$ cat config.mk
export PLATFORM = sky130hd
export DESIGN_NAME = mem_stream_reader_flat
export DESIGN_NICKNAME = d
export VERILOG_FILES = /design/src/rtl/mem_stream_reader_if.sv /design/src/rtl/mem_stream_reader.sv /design/src/flat_wrapper.sv
export SDC_FILE = /design/constraint.sdc
export NUM_CORES = 1
export LEC_CHECK = 0
export ABC_AREA = 1
export CORE_UTILIZATION = 55
export DETAILED_ROUTE_END_ITERATION = 8
export PLACE_DENSITY_LB_ADDON = 0.2
export SLEW_MARGIN = 10
export SYNTH_ARGS = -nofsm -noshare
export SYNTH_HDL_FRONTEND = slang
export SYNTH_SLANG_ARGS = --single-unit
$ cat constraint.sdc
create_clock -name clk -period 4.45 [get_ports clk]
set_clock_uncertainty 0.05 [all_clocks]
set_input_delay 0.445 -clock clk [delete_from_list [all_inputs] [get_ports clk]]
set_output_delay 0.445 -clock clk [all_outputs]
set_load 0.05 [all_outputs]
$ cat src/rtl/mem_stream_reader_if.sv
// Memory read port plus valid/ready output stream of mem_stream_reader.
//   mem_re/mem_addr : read request toward the ROM
//   mem_data        : ROM read data, valid the cycle after mem_re
//   out_data/out_valid/out_ready : output stream toward the consumer
// master = reader side, slave = ROM/consumer side.
interface mem_stream_reader_if #(
  parameter int WIDTH_DATA = 32,
  parameter int WIDTH_ADDR = 16
);
  logic                  mem_re;
  logic [WIDTH_ADDR-1:0] mem_addr;
  logic [WIDTH_DATA-1:0] mem_data;
  logic [WIDTH_DATA-1:0] out_data;
  logic                  out_valid;
  logic                  out_ready;

  modport master (
    output mem_re, mem_addr, out_data, out_valid,
    input  mem_data, out_ready
  );

  modport slave (
    input  mem_re, mem_addr, out_data, out_valid,
    output mem_data, out_ready
  );
endinterface

$ cat src/rtl/mem_stream_reader.sv
// Sequential read master for a one-cycle-latency ROM. A start command fetches
// `length` consecutive words from `base_addr` and streams them out through a
// 2-entry buffer that absorbs read latency and consumer backpressure.
//   clk, rst_n        : clock, asynchronous active-low reset
//   start, abort      : command strobe (IDLE only), cancel transfer
//   base_addr, length : transfer parameters, sampled with start
//   busy, done        : transfer in progress, one-cycle end pulse
//   bus               : ROM read port and output stream (master modport)
//
// state | meaning
// IDLE  | waiting for start
// READ  | reads still to be issued
// DRAIN | all reads issued, buffer or in-flight word not yet empty
module mem_stream_reader #(
  parameter int WIDTH_DATA = 32,
  parameter int WIDTH_ADDR = 16
) (
  input  logic                  clk,
  input  logic                  rst_n,
  input  logic                  start,
  input  logic                  abort,
  input  logic [WIDTH_ADDR-1:0] base_addr,
  input  logic [WIDTH_ADDR:0]   length,
  output logic                  busy,
  output logic                  done,
  mem_stream_reader_if.master   bus
);

  typedef enum logic [1:0] {IDLE, READ, DRAIN} state_t;

  state_t                state_q, state_d;
  logic [WIDTH_ADDR-1:0] ptr_q, ptr_d;
  logic [WIDTH_ADDR:0]   rem_q, rem_d;
  logic                  inflight_q, inflight_d;
  logic [1:0]            cnt_q, cnt_d;
  logic [WIDTH_DATA-1:0] buf0_q, buf0_d;
  logic [WIDTH_DATA-1:0] buf1_q, buf1_d;
  logic                  done_q, done_d;

  logic       pop;
  logic       push;
  logic       issue;
  logic [1:0] occ_after;

  assign bus.out_valid = (cnt_q != 2'd0);
  assign bus.out_data  = buf0_q;
  assign pop           = bus.out_valid & bus.out_ready;
  assign push          = inflight_q;

  // Occupancy left after this cycle's pop; a new read may only be issued
  // if it still fits, which makes buffer overflow impossible.
  assign occ_after = cnt_q + {1'b0, inflight_q} - {1'b0, pop};
  assign issue     = (state_q == READ) && (occ_after < 2'd2);

  assign bus.mem_re   = issue;
  assign bus.mem_addr = ptr_q;
  assign busy         = (state_q != IDLE);
  assign done         = done_q;

  always_comb begin
    state_d    = state_q;
    ptr_d      = ptr_q;
    rem_d      = rem_q;
    buf0_d     = buf0_q;
    buf1_d     = buf1_q;
    done_d     = 1'b0;
    inflight_d = issue;
    cnt_d      = cnt_q + {1'b0, push} - {1'b0, pop};

    // Head is always buf0; buf1 only holds a word when two are buffered.
    if (pop) begin
      if (cnt_q == 2'd2) begin
        buf0_d = buf1_q;
        if (push) buf1_d = bus.mem_data;
      end else if (push) begin
        buf0_d = bus.mem_data;
      end
    end else if (push) begin
      if (cnt_q == 2'd0) buf0_d = bus.mem_data;
      else               buf1_d = bus.mem_data;
    end

    case (state_q)
      IDLE: begin
        if (start && !abort) begin
          if (length != '0) begin
            ptr_d   = base_addr;
            rem_d   = length;
            state_d = READ;
          end else begin
            done_d = 1'b1;
          end
        end
      end
      READ: begin
        if (issue) begin
          ptr_d = ptr_q + 1'b1;
          rem_d = rem_q - 1'b1;
          if (rem_q == (WIDTH_ADDR+1)'(1)) state_d = DRAIN;
        end
      end
      DRAIN: begin
        if (!inflight_q && (cnt_d == 2'd0)) begin
          state_d = IDLE;
          done_d  = 1'b1;
        end
      end
      default: state_d = IDLE;
    endcase

    // The word returning from an in-flight read is dropped with the buffer.
    if (abort && (state_q != IDLE)) begin
      state_d    = IDLE;
      cnt_d      = 2'd0;
      inflight_d = 1'b0;
      done_d     = 1'b0;
    end
  end

  always_ff @(posedge clk or negedge rst_n) begin
    if (!rst_n) begin
      state_q    <= IDLE;
      ptr_q      <= '0;
      rem_q      <= '0;
      inflight_q <= 1'b0;
      cnt_q      <= 2'd0;
      buf0_q     <= '0;
      buf1_q     <= '0;
      done_q     <= 1'b0;
    end else begin
      state_q    <= state_d;
      ptr_q      <= ptr_d;
      rem_q      <= rem_d;
      inflight_q <= inflight_d;
      cnt_q      <= cnt_d;
      buf0_q     <= buf0_d;
      buf1_q     <= buf1_d;
      done_q     <= done_d;
    end
  end

endmodule

$ cat src/flat_wrapper.sv
// flat-port wrapper written by rule: the top's interface ports become plain ports
module mem_stream_reader_flat 
#(
  parameter int WIDTH_DATA = 32,
  parameter int WIDTH_ADDR = 16
)
  (clk, rst_n, start, abort, base_addr, length, busy, done, bus_mem_re, bus_mem_addr, bus_out_data, bus_out_valid, bus_mem_data, bus_out_ready);
  mem_stream_reader_if #(.WIDTH_DATA(WIDTH_DATA), .WIDTH_ADDR(WIDTH_ADDR)) bus_i ();
  input  logic clk;
  input  logic rst_n;
  input  logic start;
  input  logic abort;
  input  logic [WIDTH_ADDR-1:0] base_addr;
  input  logic [WIDTH_ADDR:0] length;
  output logic busy;
  output logic done;
  output wire logic [$bits(bus_i.mem_re)-1:0] bus_mem_re;
  output wire logic [$bits(bus_i.mem_addr)-1:0] bus_mem_addr;
  output wire logic [$bits(bus_i.out_data)-1:0] bus_out_data;
  output wire logic [$bits(bus_i.out_valid)-1:0] bus_out_valid;
  input wire logic [$bits(bus_i.mem_data)-1:0] bus_mem_data;
  input wire logic [$bits(bus_i.out_ready)-1:0] bus_out_ready;
  assign bus_mem_re = bus_i.mem_re;
  assign bus_mem_addr = bus_i.mem_addr;
  assign bus_out_data = bus_i.out_data;
  assign bus_out_valid = bus_i.out_valid;
  assign bus_i.mem_data = bus_mem_data;
  assign bus_i.out_ready = bus_out_ready;
  mem_stream_reader #(.WIDTH_DATA(WIDTH_DATA), .WIDTH_ADDR(WIDTH_ADDR)) u_core (.clk(clk), .rst_n(rst_n), .start(start), .abort(abort), .base_addr(base_addr), .length(length), .busy(busy), .done(done), .bus(bus_i));
endmodule
## After elaboration in Yosys (flattened, before gate mapping)

Cells that the tools add are included.

- Flip-flop bits (word level): 103
- Bits of input ports: 70
- Logic and storage cells: 79

- Add/sub/neg operators: 4
- $lt $le $gt $ge: 1
- Eq/ne operators: 14
- Mux-type cells: 31
- Bitwise operators: 1
- Reduce and logical (&&, ||, !) cells: 20

Operators by type and width:

| kind | number |
|---|---|
| $mux W32 | 9 |
| $mux W17 | 3 |
| $mux W16 | 3 |
| $pmux W17 S2 | 1 |
| $pmux W16 S2 | 1 |
| $eq A17 B1 Y1 const B | 1 |
| $reduce_bool A17 Y1 | 1 |
| $sub A17 B1 Y17 const B | 1 |
| $add A16 B1 Y16 const B | 1 |
| $mux W2 | 7 |
| $reduce_bool A2 Y1 | 6 |
| $ne A3 B1 Y1 const B | 3 |
| $logic_not A2 Y1 | 3 |
| $ne A2 B1 Y1 const B | 3 |
| $ne A3 B3 Y1 const B | 2 |
| $pmux W2 S3 | 1 |
| $reduce_and A3 Y1 | 2 |
| $mux W1 | 5 |
| $reduce_and A5 Y1 | 1 |
| $eq A2 B2 Y1 const B | 2 |
| $logic_and A1 B1 Y1 | 4 |
| $ne A2 B2 Y1 const B | 2 |
| $reduce_and A4 Y1 | 1 |
| $add A2 B1 Y2 | 1 |
| other kinds (6) | 7 |

## Longest topological paths before layout

Gate-level depths: netlist of run 1.

- Depth after elaboration: 8
- Gate-level depth with buffers: 17

## Worst setup path after synthesis of run 1

No wires, ideal clock.

- Kind: in2out
- Start point: in bus_out_ready
- End point: out bus_mem_re
- Arrival time: 1.825 ns
- Required time: 3.955 ns
- Setup slack: 2.130 ns
- Stages: 12
- Path through: inv_1 -> nor2_1 -> inv_1 -> ha_1 -> ha_1 -> inv_1 -> nand2_1 -> nand2_1 -> inv_1 -> nand2_2 -> nand3_2 -> inv_1

- Longest elaborated chain between the ends: 4

Ends and longest elaborated chain:

| item | RTL line | source |
|---|---|---|
| from (decl) | flat_wrapper.sv:22 | `input wire logic [$bits(bus_i.out_ready)-1:0] bus_out_ready;` |
| $and A1 B1 Y1 | mem_stream_reader.sv:47 | `assign pop = bus.out_valid & bus.out_ready;` |
| $sub A2 B1 Y2 | mem_stream_reader.sv:52 | `assign occ_after = cnt_q + {1'b0, inflight_q} - {1'b0, pop};` |
| $lt A2 B2 Y1 | mem_stream_reader.sv:53 | `assign issue = (state_q == READ) && (occ_after < 2'd2);` |
| $logic_and A1 B1 Y1 | mem_stream_reader.sv:53 |  |
| to (decl) | flat_wrapper.sv:17 | `output wire logic [$bits(bus_i.mem_re)-1:0] bus_mem_re;` |

No other way between the ends.

## Worst setup path after layout of run 1

Ends and elaborated chain as after synthesis.

==> results.cfg, run 1 <==
[yosys]
ys_seq_area_frac = 0.453
synth_enable_flop_cells = 0
synth.distinct_cells = 28
synth_top_flop_cell = dfrtp_1
async_flop_share = 1.00
synthCells = 801
synth-seq-cells = 103
synth_warnings = 0
synth_area_um2 = 5700
postSynthAreaPerCell_um2 = 7.11
syn_nets = 876

[setup_path]
max_stage_delay_ns = 0.79
critPathSlowestCell = clkdlybuf4s50_1
worst_ep_arrival_time_ns = 3.11
timing.critical_path.to_type = output pin
worstPathMaxFanout = 3
cpLargestDelayFamily = buffers and inverters
timing.setup.critical_path_class = primary input to output pin
setup.worst_path.start_class = primary input
path_buf_inv = 7
crit_required_ns = 3.95
worst_path_most_repeated_cell = inv_1
crit_chain = clkdlybuf4s50_1, inv_1, nor2_1, inv_1, ha_1, ha_1, inv_1, nand2_1, nand2_1, inv_1, nand2_2, nand3_2, inv_1, clkdlybuf4s50_1

[clock_tree]
clock_tree.buffer_depth = 2
clock_sink_count = 103
holdBufCountCts = 0
clk_pin_slew_worst_paths_ns = 0.11
cts-htree-levels = 3
cts.repair.resized = 0
clock-root-buffer = clkbuf_8
postCtsSetupRepairBufs = 0
clock_insertion_delay_worst_skew_ns = 0.37
cts_tree = done
cts_inserted_buffers = 9

[pwr]
power_total_uw = 5470
cellLeakagePower_uw = 0.00352
power.ir.vdd_worst_mv = 0.383
power-per-cell-area_nw_per_um2 = 770

[timing]
min_period_ns = 3.61
max_slew_margin = 0.218
max_slew.worst_pin.slew_ns = 1.17
setup_violations_final = 0
setup_repair_after_global_routing_missed_its_margin = no
min_period_over_period = 0.811
final-hold-violation-count = 0
max_slew_violation_total_from_the_final_report = 0
setup_total_negative_slack_ns = 0
fmaxAchievable_mhz = 277

[cells_and_area]
finalNonFillerCells = 1044
layout.nets = 981
insertedDiodeCount = 0
n_fill_cell = 818
multi_input_comb_area_um2 = 2660
area_growth_synth_to_finish_pct = 24.9
area.sequential_um2 = 2580
drive_above_1_share = 0.0406

[drt]
drt_iter0_markers = 223
routed_wl_um = 13300
detail_route.drc_violations = 0
via_count = 5411
detail_route.first_pass.iterations = 4
routed_via_density = 5.18
avgRoutedWirePerCell_um = 12.7
route.antenna.remaining_nets = 0

[placed_design]
place_congestion = 0.880
placed_cells_incl_taps = 1028
place.port_buffers = 121
place_hpwl_um = 9300

[min_path]
hp-class = primary input to async pin

[floorplan]
std_cell_rows = 36
die_y_um = 104
fp.dieArea_um2 = 10800
die_w_um = 104
start_util = 0.575
top_level_ports = 122
placeableCoreArea_um2 = 9910

[global_routing]
grt_pass1_wl_um = 22600
grt_max_degree = 68
initial_antenna_violation_count = 0
first_global_vias = 5086
gr-total-overflow = 0
grt_use_total = 0.254

[run]
max_cap_viol_count = 0

[outcome]
status = finished, final reports clean
==> final timing paths <==
check                                         startpoint                                  end  slack [ns]  depth (start not counted)
hold / removal                                     rst_n  u_core.bus.out_data[12]$_DFFE_PN0P_        0.09                          1
min in group clk           u_core.buf1_q[15]$_DFFE_PN0P_        u_core.buf1_q[15]$_DFFE_PN0P_        0.44                          2
setup / recovery                           bus_out_ready                           bus_mem_re        0.84                         14
hold reg to reg            u_core.buf1_q[15]$_DFFE_PN0P_        u_core.buf1_q[15]$_DFFE_PN0P_        0.44                          2
setup reg to reg               u_core.cnt_q[1]$_DFF_PN0_   u_core.bus.mem_addr[8]$_DFFE_PN0P_        1.62                         16
max in group asynchronous                          rst_n          u_core.rem_q[0]$_DFFE_PN0P_        3.23                          2
==> layout make-up <==
type / instances / share of cell area
multi-input combinational: 591 / 0.374
clock inverter: 7 / 0.00932
tap: 133 / 0.0234
inverter: 77 / 0.0406
sequential: 103 / 0.362
timing repair buffer: 124 / 0.173
clock buffer: 9 / 0.0174
==> worst register-to-register path: stages, from the launching register on <==
cell	delay (ns)
dfrtp_1	0.45
nor2_1	0.08
nor2_1	0.14
inv_1	0.07
ha_1	0.28
ha_1	0.20
inv_1	0.05
nand2_1	0.05
nand2_1	0.07
inv_1	0.05
nand2_2	0.08
nand3_2	0.10
nand2_2	0.11
nand2_4	0.23
inv_2	0.53
nand2_1	0.12
nand2_1	0.09
==> per-stage QoR <==
step | hold WS, ns | setup slack (ns) | cell area, um^2 | util
3_3_place_gp | 0.412 | 0.957 | 6920 | 0.699
5_1_grt | 0.162 | 0.684 | 7110 | 0.718
3_5_place_dp | 0.421 | 0.814 | 6920 | 0.699
6_report | 0.0923 | 0.840 | 7110 | 0.718
4_1_cts | 0.134 | 0.819 | 7110 | 0.718
2_1_floorplan | 0.0994 | 2.13 | 5700 | -
==> sequential cells by signal, indices dropped and copies added, names as in the netlist <==
register,cells
u_core.done,1
u_core.bus.mem_addr,16
u_core.cnt_q,2
u_core.state_q,2
u_core.rem_q,17
u_core.inflight_q,1
u_core.buf1_q,32
u_core.bus.out_data,32
==> synthesized netlist by cell type, drive strengths merged, types with 2 or more instances <==
cell    instances  area [um^2]
nand2         344         1310
a21oi           6         30.0
xor2            2         17.5
o21ai          77          385
nor2           76          293
clkbuf         18         67.6
nand3          32          165
nand3b          3         22.5
xnor2           2         17.5
nand4           4         25.0
ha              5         62.6
dfrtp         103         2580
or2             5         31.3
inv            77          289
mux2i           2         20.0
o21a           29          218
buf            12          115
==> logic make-up (layout without fill, tap and decap cells) <==
logic type                 after synthesis  after routing  synth area share
and+or+nand+nor                        464            464             0.324
AOI/OAI and AO/OA                      116            116             0.120
buffers and inverters                  107            217            0.0828
DFF                                    103            103             0.453
adders and majority gates                5              5            0.0110
xor gates and xnor gates                 4              4           0.00615
muxes                                    2              2           0.00352
==> cells in the final DEF (no fill, tap or decap) <==
cell type	n
o211ai_4	1
nor2_4	1
nand3b_1	3
inv_1	74
inv_8	1
clkinvlp_4	1
nand2_4	2
nand4_1	4
nor2_1	75
o21bai_1	1
nand2_1	340
o31ai_1	1
a211oi_4	1
inv_6	3
nand3_1	30
clkinv_8	1
ha_1	5
xnor2_1	2
o21ai_0	77
o21a_1	29
nand3_2	2
dfrtp_1	103
clkinv_2	1
or2_2	5
a21oi_1	6
inv_2	3
mux2i_1	2
nand2_2	2
clkdlybuf4s50_1	120
buf_4	4
xor2_1	2
clkbuf_8	9
==> layer usage <==
metal  GRT usage  vias up  wire length (um)
met3      0.0321       17               681
li1            -     2703                 -
met4      0.0806        0               160
met5           0        -                 0
met2       0.440      162              6550
met1       0.332     2529              5860
==> power breakdown <==
| group | leakage (uW) | total [uW] | switching, uW | internal (uW) |
|---|---|---|---|---|
| clock | 0.0000953 | 576 | 358 | 218 |
| sequential | 0.00124 | 1770 | 378 | 1390 |
| combinational | 0.00218 | 3130 | 2080 | 1060 |
| total | 0.00352 | 5470 | 2810 | 2660 |
Note: power is estimated with default switching activity, not from simulation.
==> run 2: changes to the inputs <==
--- a/config.mk
+++ b/config.mk
@@ -6,7 +6,7 @@
 export NUM_CORES = 1
 export LEC_CHECK = 0
 export ABC_AREA = 1
-export CORE_UTILIZATION = 55
+export CORE_UTILIZATION = 52
 export DETAILED_ROUTE_END_ITERATION = 8
 export PLACE_DENSITY_LB_ADDON = 0.2
 export SLEW_MARGIN = 10
==> constraint.sdc (replaced) <==
create_clock -name clk -period 3.6 [get_ports clk]
set_clock_uncertainty 0.05 [all_clocks]
set_input_delay 0.36 -clock clk [delete_from_list [all_inputs] [get_ports clk]]
set_output_delay 0.36 -clock clk [all_outputs]
set_load 0.05 [all_outputs]
==> run 2 against run 1 <==
- wire length decreased by 1.1%
- register-to-register slack worse by 0.49 ns
- worst setup slack worse by 0.038 ns
- power increased by 22%
- final cell count is 0.48% higher
- global-route usage decreased by 1.3 points
- clock-buffer cell count stayed put
- critical path depth unchanged
- non-clock buffer count increased by 3
- first-iteration DRC count grew 26%
==> results.cfg, run 2 (synthesized netlist as in run 1, its figures left out) <==
[timing]
setup_violations_final = 0
final_critical_path_setup_slack_ns = 0.803
max_slew_violation_total_from_the_final_report = 0
min_period_ns = 2.80
min_period_over_period = 0.777
max_slew_margin = 0.206
max_slew.worst_pin.slew_ns = 1.19
setup_total_negative_slack_ns = 0
final-hold-violation-count = 0
fmaxAchievable_mhz = 358
setup_repair_after_global_routing_missed_its_margin = no
fin_hold_ws_ns = 0.0514

[placed_design]
place_hpwl_um = 9370
place_congestion = 0.911
place.port_buffers = 121
detailedPlace.worstSlack_ns = 0.572
detailed_place.area_um2 = 6950

[setup_path]
worst_setup_path_startpoint = bus_out_ready
setup.worst_path.start_class = primary input
timing.setup.critical_path_class = primary input to output pin
worstPathMaxFanout = 3
path_buf_inv = 7
critPathSlowestCell = clkdlybuf4s50_1
worst_ep_arrival_time_ns = 2.39
crit_required_ns = 3.19
regToRegStartpoint = u_core.cnt_q[1]$_DFF_PN0_
max_stage_delay_ns = 0.51
worst_path_most_repeated_cell = inv_1
timing.critical_path.to_type = output pin
cpLargestDelayFamily = buffers and inverters
crit_chain = clkdlybuf4s50_1, inv_1, nor2_1, inv_1, ha_1, ha_1, inv_1, nand2_1, nand2_1, inv_1, nand2_2, nand3_2, inv_1, buf_4

[floorplan]
fp.dieArea_um2 = 11400
placeableCoreArea_um2 = 10500
die_y_um = 107
top_level_ports = 122
std_cell_rows = 37
start_util = 0.544
die_w_um = 107

[cells_and_area]
drive_above_1_share = 0.0438
layout.nets = 984
postLayoutCoreUtil = 0.680
insertedDiodeCount = 0
area_growth_synth_to_finish_pct = 24.8
layout.cells.most_common_list = nand2_1, clkdlybuf4s50_1, dfrtp_1, o21ai_0, nor2_1
n_fill_cell = 904
final_common_cell = nand2_1
final_area_um2 = 7110

[drt]
detail_route.first_pass.iterations = 5
met1_length_um = 5690
routed_via_density = 5.13
drt_iter0_markers = 281
via_count = 5384
wl_met3_um = 670
avgRoutedWirePerCell_um = 12.5
route.antenna.remaining_nets = 0
detailroute.wirelength.met2_um = 6490
dr.max_layer_used = met4
detail_route.drc_violations = 0
routed_wl_um = 13100

[clock_tree]
holdBufCountCts = 0
clock-root-buffer = clkbuf_8
cts-htree-levels = 3
clock_insertion_delay_worst_skew_ns = 0.37
cts.repair.resized = 0
cts_inserted_buffers = 9
postCtsSetupRepairBufs = 0
cts_tree = done
clock_sink_count = 103
clk_pin_slew_worst_paths_ns = 0.09
clock_tree.buffer_depth = 2

[global_routing]
grt_pass1_wl_um = 22000
gr-total-overflow = 0
grt_use_total = 0.241
initial_antenna_violation_count = 0
grt_max_degree = 69
first_global_vias = 4958

[pwr]
pwr-share-seq = 0.325
power-per-cell-area_nw_per_um2 = 940
p_clk_frac = 0.095
power.share.switching = 0.509
switchingPower_uw = 3400
cellLeakagePower_uw = 0.00353
p_int_uw = 3280
power.ir.vdd_worst_mv = 0.496
pwr-share-comb = 0.579

[outcome]
status = finished, final reports clean

[min_path]
hp-class = primary input to async pin

[run]
max_cap_viol_count = 0
==> run 2: cell types whose count changed in the layout (fill, tap and decap cells not counted), sizes merged <==
cell	change
clkdlybuf4s50	-1
clkinv	+2
buf	+4
inv	-4
clkinvlp	+1
==> run 2: final timing paths <==
check                                                       to  slack (ns)  cells after the start
max reg2reg                       u_core.rem_q[13]$_DFFE_PN0P_        1.13                     16
min in group clk                  u_core.buf1_q[4]$_DFFE_PN0P_        0.44                      2
min                              u_core.buf1_q[13]$_DFFE_PN0P_        0.05                      1
max                                                 bus_mem_re        0.80                     14
max in group asynchronous  u_core.bus.out_data[27]$_DFFE_PN0P_        2.64                      2
min reg2reg                       u_core.buf1_q[4]$_DFFE_PN0P_        0.44                      2
==> run 2: stage by stage <==
step / power, uW / cells
floorplan: 4980 / 801
global placement: 5930 / 1034
detailed placement: 6080 / 1034
CTS: 6720 / 1049
global route: 7200 / 1049
finish: 6680 / 1049
==> run 2: cell type report <==
type,count,area [um^2],area share
Tap cell,136,170,0.0239
Timing Repair Buffer,127,1250,0.176
Sequential cell,103,2580,0.362
Clock inverter,6,38.8,0.00545
Inverter,77,289,0.0406
Multi-Input combinational cell,591,2660,0.374
Clock buffer,9,124,0.0174
==> run 2: metal layers <==
metal,GRT usage,up-vias
met5,0,-
met4,0.106,0
met3,0.0365,23
met2,0.409,159
met1,0.305,2495
li1,-,2707
==> run 2: power groups by stage <==
stage               clock [uW]  sequential [uW]  combinational [uW]
floorplan                    0             3010                1970
global placement             0             2160                3770
global route               692             2240                4270
CTS                        657             2170                3900
finish                     637             2170                3870
detailed placement           0             2190                3890
